**src/rtl/mlp_pkg.sv**
```systemverilog
// Shared definitions for the MLP layer sequencer and the ping-pong activation memory.
// addr_w() is the single source of the memory address width.
package mlp_pkg;

  localparam logic [2:0] S_IDLE   = 3'd0;
  localparam logic [2:0] S_LAUNCH = 3'd1;
  localparam logic [2:0] S_WAIT   = 3'd2;
  localparam logic [2:0] S_WRITE  = 3'd3;
  localparam logic [2:0] S_SHIFT  = 3'd4;
  localparam logic [2:0] S_DONE   = 3'd5;

  typedef enum logic [2:0] {
    IDLE   = S_IDLE,
    LAUNCH = S_LAUNCH,
    WAIT   = S_WAIT,
    WRITE  = S_WRITE,
    SHIFT  = S_SHIFT,
    DONE   = S_DONE
  } seq_state_t;

  function automatic int addr_w(input int n);
    return $clog2(n) + 1;
  endfunction

endpackage

```
**src/rtl/mlp_layer_sequencer_idx.sv**
```systemverilog
// Nested neuron/layer index counters with terminal-count flags.
// A layer step always rewinds the neuron index, so it never wraps by overflow.
module mlp_idx_counter
  import mlp_pkg::*;
#(
  parameter int N = 4,
  parameter int M = 3,
  localparam int ADDR_W  = addr_w(N),
  localparam int LAYER_W = $clog2(M) + 1
) (
  input  logic               clk,
  input  logic               rst,
  input  logic               clear,
  input  logic               neuron_step,
  input  logic               layer_step,
  output logic [ADDR_W-1:0]  neuron_idx,
  output logic [LAYER_W-1:0] layer_idx,
  output logic               neuron_last,
  output logic               layer_last
);

  assign neuron_last = (neuron_idx == ADDR_W'(N - 1));
  assign layer_last  = (layer_idx == LAYER_W'(M - 1));

  always_ff @(posedge clk) begin
    if (rst || clear) begin
      neuron_idx <= '0;
      layer_idx  <= '0;
    end else if (layer_step) begin
      neuron_idx <= '0;
      if (!layer_last) layer_idx <= layer_idx + LAYER_W'(1);
    end else if (neuron_step && !neuron_last) begin
      neuron_idx <= neuron_idx + ADDR_W'(1);
    end
  end

endmodule

```
**src/rtl/mlp_layer_sequencer.sv**
```systemverilog
// Control FSM that time-multiplexes one shared neuron over N neurons x M layers,
// writing results into the output bank and promoting it with shift after each layer.
//
//   state  | meaning
//   IDLE   | waiting for start
//   LAUNCH | neuron_start pulse for the current neuron
//   WAIT   | waiting for neuron_valid (no timeout)
//   WRITE  | write_enable, address = neuron index
//   SHIFT  | promote output bank to input bank, next layer
//   DONE   | one-cycle done pulse, back to IDLE
module mlp_layer_sequencer
  import mlp_pkg::*;
#(
  parameter int N = 4,
  parameter int M = 3,
  localparam int ADDR_W  = addr_w(N),
  localparam int LAYER_W = $clog2(M) + 1
) (
  input  logic               clk,
  input  logic               rst,
  input  logic               start,
  input  logic               neuron_valid,
  output logic               neuron_start,
  output logic               write_enable,
  output logic [ADDR_W-1:0]  write_address,
  output logic               shift,
  output logic [ADDR_W-1:0]  neuron_idx,
  output logic [LAYER_W-1:0] layer_idx,
  output logic               busy,
  output logic               done
);

  seq_state_t state, state_nxt;
  logic       clear, neuron_step, layer_step, neuron_last, layer_last;

  mlp_idx_counter #(.N(N), .M(M)) u_idx (
    .clk         (clk),
    .rst         (rst),
    .clear       (clear),
    .neuron_step (neuron_step),
    .layer_step  (layer_step),
    .neuron_idx  (neuron_idx),
    .layer_idx   (layer_idx),
    .neuron_last (neuron_last),
    .layer_last  (layer_last)
  );

  always_ff @(posedge clk) begin
    if (rst) state <= IDLE;
    else     state <= state_nxt;
  end

  always_comb begin
    state_nxt   = state;
    clear       = 1'b0;
    neuron_step = 1'b0;
    layer_step  = 1'b0;
    unique case (state)
      IDLE: begin
        if (start) begin
          state_nxt = LAUNCH;
          clear     = 1'b1;
        end
      end
      LAUNCH: state_nxt = WAIT;
      WAIT: begin
        if (neuron_valid) state_nxt = WRITE;
      end
      WRITE: begin
        if (neuron_last) begin
          state_nxt = SHIFT;
        end else begin
          state_nxt   = LAUNCH;
          neuron_step = 1'b1;
        end
      end
      SHIFT: begin
        layer_step = 1'b1;
        state_nxt  = layer_last ? DONE : LAUNCH;
      end
      DONE:    state_nxt = IDLE;
      default: state_nxt = IDLE;
    endcase
  end

  // Moore outputs: decoded from the state register only, never from neuron_valid.
  assign neuron_start  = (state == LAUNCH);
  assign write_enable  = (state == WRITE);
  assign shift         = (state == SHIFT);
  assign done          = (state == DONE);
  assign busy          = (state == LAUNCH) || (state == WAIT) ||
                         (state == WRITE)  || (state == SHIFT);
  assign write_address = neuron_idx;

endmodule

```
**config.mk**
```make
export PLATFORM = sky130hd
export DESIGN_NAME = mlp_layer_sequencer
export DESIGN_NICKNAME = d
export VERILOG_FILES = /design/src/rtl/mlp_pkg.sv /design/src/rtl/mlp_layer_sequencer_idx.sv /design/src/rtl/mlp_layer_sequencer.sv
export SDC_FILE = /design/constraint.sdc
export NUM_CORES = 1
export LEC_CHECK = 0
export ABC_CLOCK_PERIOD_IN_PS = 1300
export CAP_MARGIN = 15
export CORE_ASPECT_RATIO = 1.1
export CORE_MARGIN = 2
export CORE_UTILIZATION = 30
export CTS_BUF_LIST = sky130_fd_sc_hd__clkbuf_16
export DETAILED_ROUTE_END_ITERATION = 16
export DONT_BUFFER_PORTS = 1
export GPL_TIMING_DRIVEN = 0
export PLACE_DENSITY = 0.55
export SYNTH_ARGS = -nofsm -noshare
export SYNTH_HDL_FRONTEND = slang
export SYNTH_SLANG_ARGS = --single-unit
```
**constraint.sdc**
```tcl
create_clock -name clk -period 1.3 [get_ports clk]
set_input_delay 0.26 -clock clk [delete_from_list [all_inputs] [get_ports clk]]
set_output_delay 0.26 -clock clk [all_outputs]
set_load 0.005 [all_outputs]
```
==> impl_metrics.env, run 1 <==
export IMPL_grt_pass1_vias=401
export IMPL_area_delta_synth_final_pct=29.21
export IMPL_cap_violations=0
export IMPL_wirelength_um=1107
export IMPL_fin_worst_skew_ns=0.002383
export IMPL_final_layout_size_suffix_gt1_share_pct=44.44
export IMPL_crit_top_cell="ha_4"
export IMPL_worst_pin_slew_ns=0.4145
export IMPL_ios=18
export IMPL_antenna_found_initial=0
export IMPL_finalSetupTns_ns=-0.1007
export IMPL_outcome="finished with violations"
export IMPL_tritoncts="built"
export IMPL_violations="negative setup slack"
export IMPL_fmax_ghz=0.7377
export IMPL_final_fill_count=174
export IMPL_n_antenna_cell=0
export IMPL_p_leak_nw=0.2593
export IMPL_min_path_type="input pin to flop"
export IMPL_crit_family="simple AND/OR/NAND/NOR gates"
export IMPL_slew_limit_headroom_pct=72.13
export IMPL_post_place_ws_ns=-0.06716
export IMPL_p_total_mw=0.9804
export IMPL_drc=0
export IMPL_synth_seq_cells=9
export IMPL_io_buffers=0
export IMPL_dp_hpwl_um=806.3
export IMPL_worstPathRequired_ns=1.41
export IMPL_slowest_delay_ns=0.36
export IMPL_row_count=16
export IMPL_htreeDepth=1
export IMPL_setup_viol=2
export IMPL_critPathSlowestCell="dfxtp_4"
export IMPL_core_area_um2=1762
export IMPL_start_util_pct=31.61
export IMPL_die_h_um=49.19
export IMPL_synth_cells=58
export IMPL_rsz0062_at_grt="yes"
export IMPL_cp_cell_sequence="ha_4 -> ha_4 -> and4bb_4 -> mux2i_1 -> nor2_1"
export IMPL_async_reset_ff_share_pct=0
export IMPL_syn_area_um2=556.8
export IMPL_wl_per_cell_um=13.67
export IMPL_hold_viol_final=0
export IMPL_peakVddDrop_uv=805.8
export IMPL_root_buffer="clkbuf_16"
export IMPL_viasPerCell=5.198
export IMPL_nets=72
export IMPL_initialDrtViolationCount=3
export IMPL_postSynthNetCount=66
export IMPL_synth_edf_count=0
export IMPL_period_share_pct=104.3
export IMPL_final_max_slew_viol_count=0
export IMPL_numCtsBuffers=3
export IMPL_grt_start_max_net_pins=11
export IMPL_whs_ns=0.09657
export IMPL_clock_latency_ns=0.23
export IMPL_dieArea_um2=2217
export IMPL_ys_warn_count=0
export IMPL_setup_slack_ns=-0.05561
export IMPL_cts_sinks=9
export IMPL_crit_type="flop to flop"
export IMPL_grt_overflow=0
export IMPL_end_kind="flop"
export IMPL_cp_max_fo=4
export IMPL_cts_path_max_buffers=2
export IMPL_worstPathArrival_ns=1.46
export IMPL_mostFrequentLayoutCell="nor2_1"
export IMPL_synthFlopType="dfxtp_1"
export IMPL_vias=421
export IMPL_die_x_um=45.08
export IMPL_ys_seq_area_share_pct=32.36
export IMPL_gp_congestion=0.7522
export IMPL_path_buf_inv=0
export IMPL_antenna_left=0
export IMPL_first_pass_iters=3
export IMPL_postCtsHoldBufs=0
export IMPL_ys_types=24
export IMPL_fin_crit_ns=1.356
export IMPL_syn_avg_cell_area_um2=9.600
export IMPL_p_per_area_nw_per_um2=1363
export IMPL_grt_pass1_wl_um=1849
export IMPL_clk_pin_slew_ns=0.04
export IMPL_grtUsageTotal_pct=11.30
export IMPL_critPathLaunchType="flop"
export IMPL_final_cell_mix="nor2_1, inv_1, dfxtp_1"
[kinds of logic (layout without fill, tap and decap cells)]
group | Yosys count | in the layout | share of synthesized area, %
multiplexers | 2 | 2 | 3.820
adder cells (fa/ha/maj) | 4 | 4 | 8.989
flip-flops | 9 | 9 | 32.36
AO/OA/AOI/OAI | 12 | 12 | 16.18
AND/OR/NAND/NOR | 17 | 17 | 20.45
XOR/XNOR | 3 | 3 | 4.720
buffers and inverters | 11 | 16 | 13.48
[worst register-to-register path: cells and delay by family (launching register included)]
kind | cells | cell delay (ns)
AND/OR/NAND/NOR | 2 | 0.38
adder cells (fa/ha/maj) | 2 | 0.31
flip-flops | 1 | 0.36
multiplexers | 1 | 0.18
[what timing repair did]
item	4_1_cts	5_1_grt
pin swaps	2	1
resized for setup	2	5
cloned	0	0
setup endpoints to repair	5	9
buffers inserted	1	0
[path summary, 6_finish.rpt]
check | start | end | slack [ns] | cells after the start
setup / recovery | u_idx.neuron_idx[0]$_SDFFE_PP0P_ | u_idx.neuron_idx[1]$_SDFFE_PP0P_ | -0.06 | 5
hold / removal | rst | state[1]$_SDFFE_PP0P_ | 0.1 | 1
setup reg to reg | u_idx.neuron_idx[0]$_SDFFE_PP0P_ | u_idx.neuron_idx[1]$_SDFFE_PP0P_ | -0.06 | 5
hold reg to reg | u_idx.neuron_idx[2]$_SDFFE_PP0P_ | u_idx.neuron_idx[2]$_SDFFE_PP0P_ | 0.53 | 2
[synth_stat cells (all sizes together) (2+ instances only)]
library cell | number | area share (%)
inv | 5 | 3.4
a21o | 2 | 3.1
nand3 | 2 | 1.8
nor2 | 7 | 4.7
buf | 6 | 10
xnor2 | 3 | 4.7
ha | 4 | 9.0
a21oi | 3 | 2.7
dfxtp | 9 | 32
o31ai | 2 | 2.7
nand2b | 2 | 2.2
nor3b | 3 | 6.1
[flip-flops by register name, summed over array words and instances, names as in the netlist]
name and cells:
state 3, u_idx.neuron_idx 3, u_idx.layer_idx 3
[per-stage QoR]
step	area [µm²]	util [%]	instances
after floorplan	584.3	-	58
after global placement	606.8	34.45	76
after detailed placement	606.8	34.45	76
after CTS	698.2	39.63	81
after global routing	719.4	40.84	81
final	719.4	40.84	81
[power by group]
part / switching (mW) / leakage [nW] / internal, mW / total [mW]
registers: 0.00962 / 0.0753 / 0.290 / 0.300
logic: 0.0754 / 0.143 / 0.0674 / 0.143
clock network: 0.133 / 0.0409 / 0.405 / 0.538
total: 0.218 / 0.259 / 0.762 / 0.980
[metal layers]
metal  global-route usage [%]  wire, µm
met3                    5.926        71
met1                    13.77       513
met5                        0         0
met4                    4.412        17
met2                    16.43       506
[cell type report]
class                           instances  area [µm²]  area share (%)
Clock inverter                          1       5.005          0.6957
Timing Repair Buffer                    1       7.507           1.043
Clock buffer                            3       75.07           10.43
Inverter                                5       18.77           2.609
Buffer                                  6       56.30           7.826
Tap cell                               18       22.52           3.130
Sequential cell                         9       187.7           26.09
Multi-Input combinational cell         38       346.6           48.17
No activity file was read; power rests on OpenSTA's default activity.
==> run 2: changes to the inputs <==
--- a/config.mk
+++ b/config.mk
@@ -7,7 +7,6 @@
 export LEC_CHECK = 0
 export ABC_CLOCK_PERIOD_IN_PS = 1300
 export CAP_MARGIN = 15
-export CORE_ASPECT_RATIO = 1.1
 export CORE_MARGIN = 2
 export CORE_UTILIZATION = 30
 export CTS_BUF_LIST = sky130_fd_sc_hd__clkbuf_16
==> impl_metrics.env, run 2 (synthesis gave the netlist of run 1 again) <==
export IMPL_area_delta_synth_final_pct=43.37
export IMPL_row_count=15
export IMPL_grtUsageTotal_pct=12.07
export IMPL_rsz0062_at_grt="yes"
export IMPL_cts_sinks=9
export IMPL_final_max_slew_viol_count=0
export IMPL_wirelength_um=1390
export IMPL_core_area_um2=1745
export IMPL_rrSetupSlack_ns=-0.08
export IMPL_peakVddDrop_uv=565.8
export IMPL_finalSetupTns_ns=-0.1398
export IMPL_top_regs="state: 3 flops, u_idx.layer_idx: 3 flops, u_idx.neuron_idx: 3 flops"
export IMPL_slew_limit_headroom_pct=66.86
export IMPL_tritoncts="built"
export IMPL_clk_pin_slew_ns=0.04
export IMPL_io_buffers=0
export IMPL_drc=0
export IMPL_final_fill_count=175
export IMPL_die_x_um=47.08
export IMPL_initialDrtViolationCount=8
export IMPL_grt_start_max_net_pins=11
export IMPL_root_buffer="clkbuf_16"
export IMPL_crit_type="flop to flop"
export IMPL_final_layout_size_suffix_gt1_share_pct=50.00
export IMPL_p_total_mw=1.061
export IMPL_n_antenna_cell=0
export IMPL_p_per_area_nw_per_um2=1329
export IMPL_whs_path_depth=1
export IMPL_vias=448
export IMPL_ios=18
export IMPL_antenna_left=0
export IMPL_clock_latency_ns=0.24
export IMPL_cts_path_max_buffers=2
export IMPL_setup_viol=5
export IMPL_numCtsBuffers=3
export IMPL_worst_pin_slew_ns=0.4929
export IMPL_htreeDepth=1
export IMPL_grt_pass1_wl_um=1773
export IMPL_start_util_pct=31.90
export IMPL_period_share_pct=106.0
export IMPL_gp_congestion=0.6811
export IMPL_outcome="finished with violations"
export IMPL_viasPerCell=4.716
export IMPL_final_cell_mix="buf_4, inv_1, nor2_1"
export IMPL_first_pass_iters=4
export IMPL_fmax_ghz=0.7259
export IMPL_worstPathArrival_ns=1.49
export IMPL_antenna_found_initial=0
export IMPL_min_path_type="input pin to flop"
export IMPL_worstPathRequired_ns=1.41
export IMPL_rr_startpoint="u_idx.neuron_idx[0]$_SDFFE_PP0P_"
export IMPL_grt_overflow=0
export IMPL_cp_max_fo=4
export IMPL_r2r_end="u_idx.neuron_idx[1]$_SDFFE_PP0P_"
export IMPL_fin_worst_skew_ns=0.002584
export IMPL_nets=79
export IMPL_reg2reg_depth=5
export IMPL_cap_violations=0
export IMPL_fin_crit_ns=1.378
export IMPL_grt_pass1_vias=406
export IMPL_critPathLaunchType="flop"
export IMPL_dp_hpwl_um=884.4
export IMPL_worstHoldStart="rst"
export IMPL_end_kind="flop"
export IMPL_p_leak_nw=0.3052
export IMPL_min_to="state[1]$_SDFFE_PP0P_"
export IMPL_dieArea_um2=2217
export IMPL_die_h_um=47.08
export IMPL_violations="negative setup slack"
export IMPL_mostFrequentLayoutCell="buf_4"
export IMPL_setup_slack_ns=-0.07764
export IMPL_hold_viol_final=0
export IMPL_postCtsHoldBufs=0
export IMPL_wl_per_cell_um=14.63
[run 2: worst max path at each step]
stage                                       endpoint                        startpoint  cells after the start
finish              u_idx.neuron_idx[1]$_SDFFE_PP0P_  u_idx.neuron_idx[0]$_SDFFE_PP0P_                      5
floorplan           u_idx.neuron_idx[1]$_SDFFE_PP0P_  u_idx.neuron_idx[0]$_SDFFE_PP0P_                      5
detailed placement  u_idx.neuron_idx[1]$_SDFFE_PP0P_  u_idx.neuron_idx[0]$_SDFFE_PP0P_                      5
global route        u_idx.neuron_idx[1]$_SDFFE_PP0P_  u_idx.neuron_idx[0]$_SDFFE_PP0P_                      5
global placement    u_idx.neuron_idx[1]$_SDFFE_PP0P_  u_idx.neuron_idx[0]$_SDFFE_PP0P_                      5
CTS                 u_idx.neuron_idx[1]$_SDFFE_PP0P_  u_idx.neuron_idx[0]$_SDFFE_PP0P_                      5
[run 2: per-stage QoR]
step                      instance area (µm²)  setup slack, ns  utilization, %  hold slack (ns)  instances
after floorplan                         584.3        -0.003889               -           0.3366         58
after global placement                  615.6         -0.06153           35.27           0.3375         83
after detailed placement                615.6         -0.08892           35.27           0.3415         83
after CTS                               708.2         -0.09255           40.57          0.09444         87
after global routing                    798.3          -0.1221           45.73          0.08361         95
final                                   798.3         -0.07764           45.73          0.08782         95
[run 2: final cells by class]
| cell class | instances | area, µm² | share of cell area [%] |
|---|---|---|---|
| Buffer | 6 | 56.30 | 7.053 |
| Sequential cell | 9 | 187.7 | 23.51 |
| Inverter | 5 | 18.77 | 2.351 |
| Tap cell | 25 | 31.28 | 3.918 |
| Timing Repair Buffer | 8 | 61.31 | 7.680 |
| Clock inverter | 1 | 3.754 | 0.4702 |
| Multi-Input combinational cell | 38 | 364.1 | 45.61 |
| Clock buffer | 3 | 75.07 | 9.404 |
[run 2: where the power goes]
| group | total [mW] | switching [mW] | leakage (nW) | internal (mW) |
|---|---|---|---|---|
| logic | 0.205 | 0.0971 | 0.188 | 0.108 |
| clock network | 0.553 | 0.149 | 0.0423 | 0.403 |
| registers | 0.303 | 0.0121 | 0.0752 | 0.291 |
[run 2: layer usage]
metal | routed length [µm] | vias up | GRT usage (%)
met5 | 0 | - | 0
met4 | 25 | 0 | 8.333
met2 | 645 | 13 | 17.26
met3 | 93 | 4 | 5.385
met1 | 626 | 206 | 14.39
li1 | - | 225 | -
[run 2: repair_timing]
| item | 4_1_cts | 5_1_grt |
|---|---|---|
| setup buffers | 0 | 7 |
| gates resized for setup | 4 | 7 |
| cloned | 0 | 1 |
| pin swaps | 3 | 0 |
| endpoints found under the setup margin | 8 | 9 |
[run 2: worst max-delay path: stages, from the launching register on]
cell,delay (ns)
dfxtp_4,0.36
ha_4,0.16
ha_4,0.15
and4bb_4,0.33
mux2i_1,0.19
nor2_1,0.05
==> run 3: changes to the inputs <==
--- a/config.mk
+++ b/config.mk
@@ -14,6 +14,7 @@
 export DONT_BUFFER_PORTS = 1
 export GPL_TIMING_DRIVEN = 0
 export PLACE_DENSITY = 0.55
+export SKIP_CTS_REPAIR_TIMING = 1
 export SYNTH_ARGS = -nofsm -noshare
 export SYNTH_HDL_FRONTEND = slang
 export SYNTH_SLANG_ARGS = --single-unit
==> impl_metrics.env, run 3 (synthesis gave the netlist of run 1 again) <==
export IMPL_critPathSlowestCell="dfxtp_4"
export IMPL_die_h_um=47.08
export IMPL_ios=18
export IMPL_top_regs="state: 3 flops, u_idx.layer_idx: 3 flops, u_idx.neuron_idx: 3 flops"
export IMPL_wl_met1_um=594
export IMPL_io_buffers=0
export IMPL_row_count=15
export IMPL_numCtsBuffers=3
export IMPL_gp_congestion=0.6811
export IMPL_worst_pin_slew_ns=0.4998
export IMPL_rsz0062_at_grt="yes"
export IMPL_fin_crit_ns=1.386
export IMPL_cp_max_fo=4
export IMPL_end_kind="flop"
export IMPL_antenna_found_initial=0
export IMPL_p_leak_nw=0.2915
export IMPL_final_max_slew_viol_count=0
export IMPL_finalSetupTns_ns=-0.1762
export IMPL_cap_violations=0
export IMPL_met3_length_um=81
export IMPL_wl_per_cell_um=13.63
export IMPL_dp_hpwl_um=884.4
export IMPL_slowest_delay_ns=0.36
export IMPL_nets=77
export IMPL_outcome="finished with violations"
export IMPL_wl_met2_um=569
export IMPL_crit_family="simple AND/OR/NAND/NOR gates"
export IMPL_path_buf_inv=0
export IMPL_antenna_left=0
export IMPL_top_layer_used="met4"
export IMPL_mostFrequentLayoutCell="buf_4"
export IMPL_peakVddDrop_uv=561.1
export IMPL_final_fill_count=173
export IMPL_cp_cell_sequence="ha_4 -> ha_4 -> and4bb_4 -> mux2i_1 -> nor2_1"
export IMPL_multiInputGateArea_um2=356.6
export IMPL_grt_overflow=0
export IMPL_initialDrtViolationCount=8
export IMPL_critPathLaunchType="flop"
export IMPL_wirelength_um=1268
export IMPL_tritoncts="built"
export IMPL_die_x_um=47.08
export IMPL_crit_top_cell="ha_4"
export IMPL_grt_pass1_wl_um=1752
export IMPL_clock_latency_ns=0.24
export IMPL_grtUsageTotal_pct=11.91
export IMPL_viasPerCell=4.774
export IMPL_hold_viol_final=0
export IMPL_slew_limit_headroom_pct=66.39
export IMPL_drc=0
export IMPL_min_path_type="input pin to flop"
export IMPL_fin_worst_skew_ns=0.0009919
export IMPL_vias=444
export IMPL_htreeDepth=1
export IMPL_final_cell_mix="buf_4, nor2_1, inv_1, dfxtp_1, buf_6"
export IMPL_dieArea_um2=2217
export IMPL_worstPathRequired_ns=1.40
export IMPL_crit_type="flop to flop"
export IMPL_grt_pass1_vias=398
export IMPL_n_antenna_cell=0
export IMPL_setup_viol=4
export IMPL_root_buffer="clkbuf_16"
export IMPL_grt_start_max_net_pins=11
export IMPL_fmax_ghz=0.7213
export IMPL_period_share_pct=106.6
export IMPL_area_delta_synth_final_pct=39.55
export IMPL_violations="negative setup slack"
export IMPL_first_pass_iters=4
export IMPL_regArea_um2=186.4
export IMPL_setup_slack_ns=-0.08631
export IMPL_start_util_pct=31.90
export IMPL_final_layout_size_suffix_gt1_share_pct=48.53
export IMPL_p_total_mw=1.023
export IMPL_cts_path_max_buffers=2
export IMPL_worstPathArrival_ns=1.49
export IMPL_core_area_um2=1745
export IMPL_p_per_area_nw_per_um2=1316
export IMPL_cts_sinks=9
export IMPL_clk_pin_slew_ns=0.04
## run 3: final timing paths
| check | start | endpoint | slack (ns) | depth (start not counted) |
|---|---|---|---|---|
| setup / recovery | u_idx.neuron_idx[0]$_SDFFE_PP0P_ | u_idx.neuron_idx[1]$_SDFFE_PP0P_ | -0.09 | 5 |
| setup reg to reg | u_idx.neuron_idx[0]$_SDFFE_PP0P_ | u_idx.neuron_idx[1]$_SDFFE_PP0P_ | -0.09 | 5 |
| hold / removal | rst | state[1]$_SDFFE_PP0P_ | 0.09 | 1 |
| hold reg to reg | u_idx.neuron_idx[1]$_SDFFE_PP0P_ | u_idx.neuron_idx[1]$_SDFFE_PP0P_ | 0.56 | 2 |
## run 3: metal layers
layer  up-vias  GRT usage, %
li1        221             -
met1       206         14.39
met2        13         16.71
met3         4         5.385
met4         0         8.333
met5         -             0
## run 3: final cells by class
class / count / area share (%)
Sequential cell: 9 / 23.99
Multi-Input combinational cell: 38 / 45.89
Tap cell: 25 / 4.026
Buffer: 6 / 7.246
Clock buffer: 3 / 9.662
Timing Repair Buffer: 6 / 6.280
Clock inverter: 1 / 0.4831
Inverter: 5 / 2.415
## run 3: per-stage QoR
step	util (%)	hold WS (ns)	std cells	cell area, µm²	worst slack (ns)
CTS	39.78	0.09441	87	694.4	-0.09350
floorplan	-	0.3366	58	584.3	-0.003889
global route	44.52	0.09005	93	777.0	-0.1320
global placement	35.27	0.3375	83	615.6	-0.06153
finish	44.52	0.08988	93	777.0	-0.08631
detailed placement	35.27	0.3415	83	615.6	-0.08892
## run 3: power by group
| part | leakage (nW) | switching [mW] | internal, mW | total (mW) |
|---|---|---|---|---|
| clock | 0.0423 | 0.141 | 0.403 | 0.543 |
| combinational | 0.175 | 0.0854 | 0.0925 | 0.178 |
| sequential | 0.0747 | 0.0104 | 0.291 | 0.301 |
## run 3: worst register-to-register path, delay by kind of cell (launching register included)
family,cells,cell delay (ns)
mux,1,0.19
fa+ha+maj,2,0.32
simple gates,2,0.39
flops,1,0.36
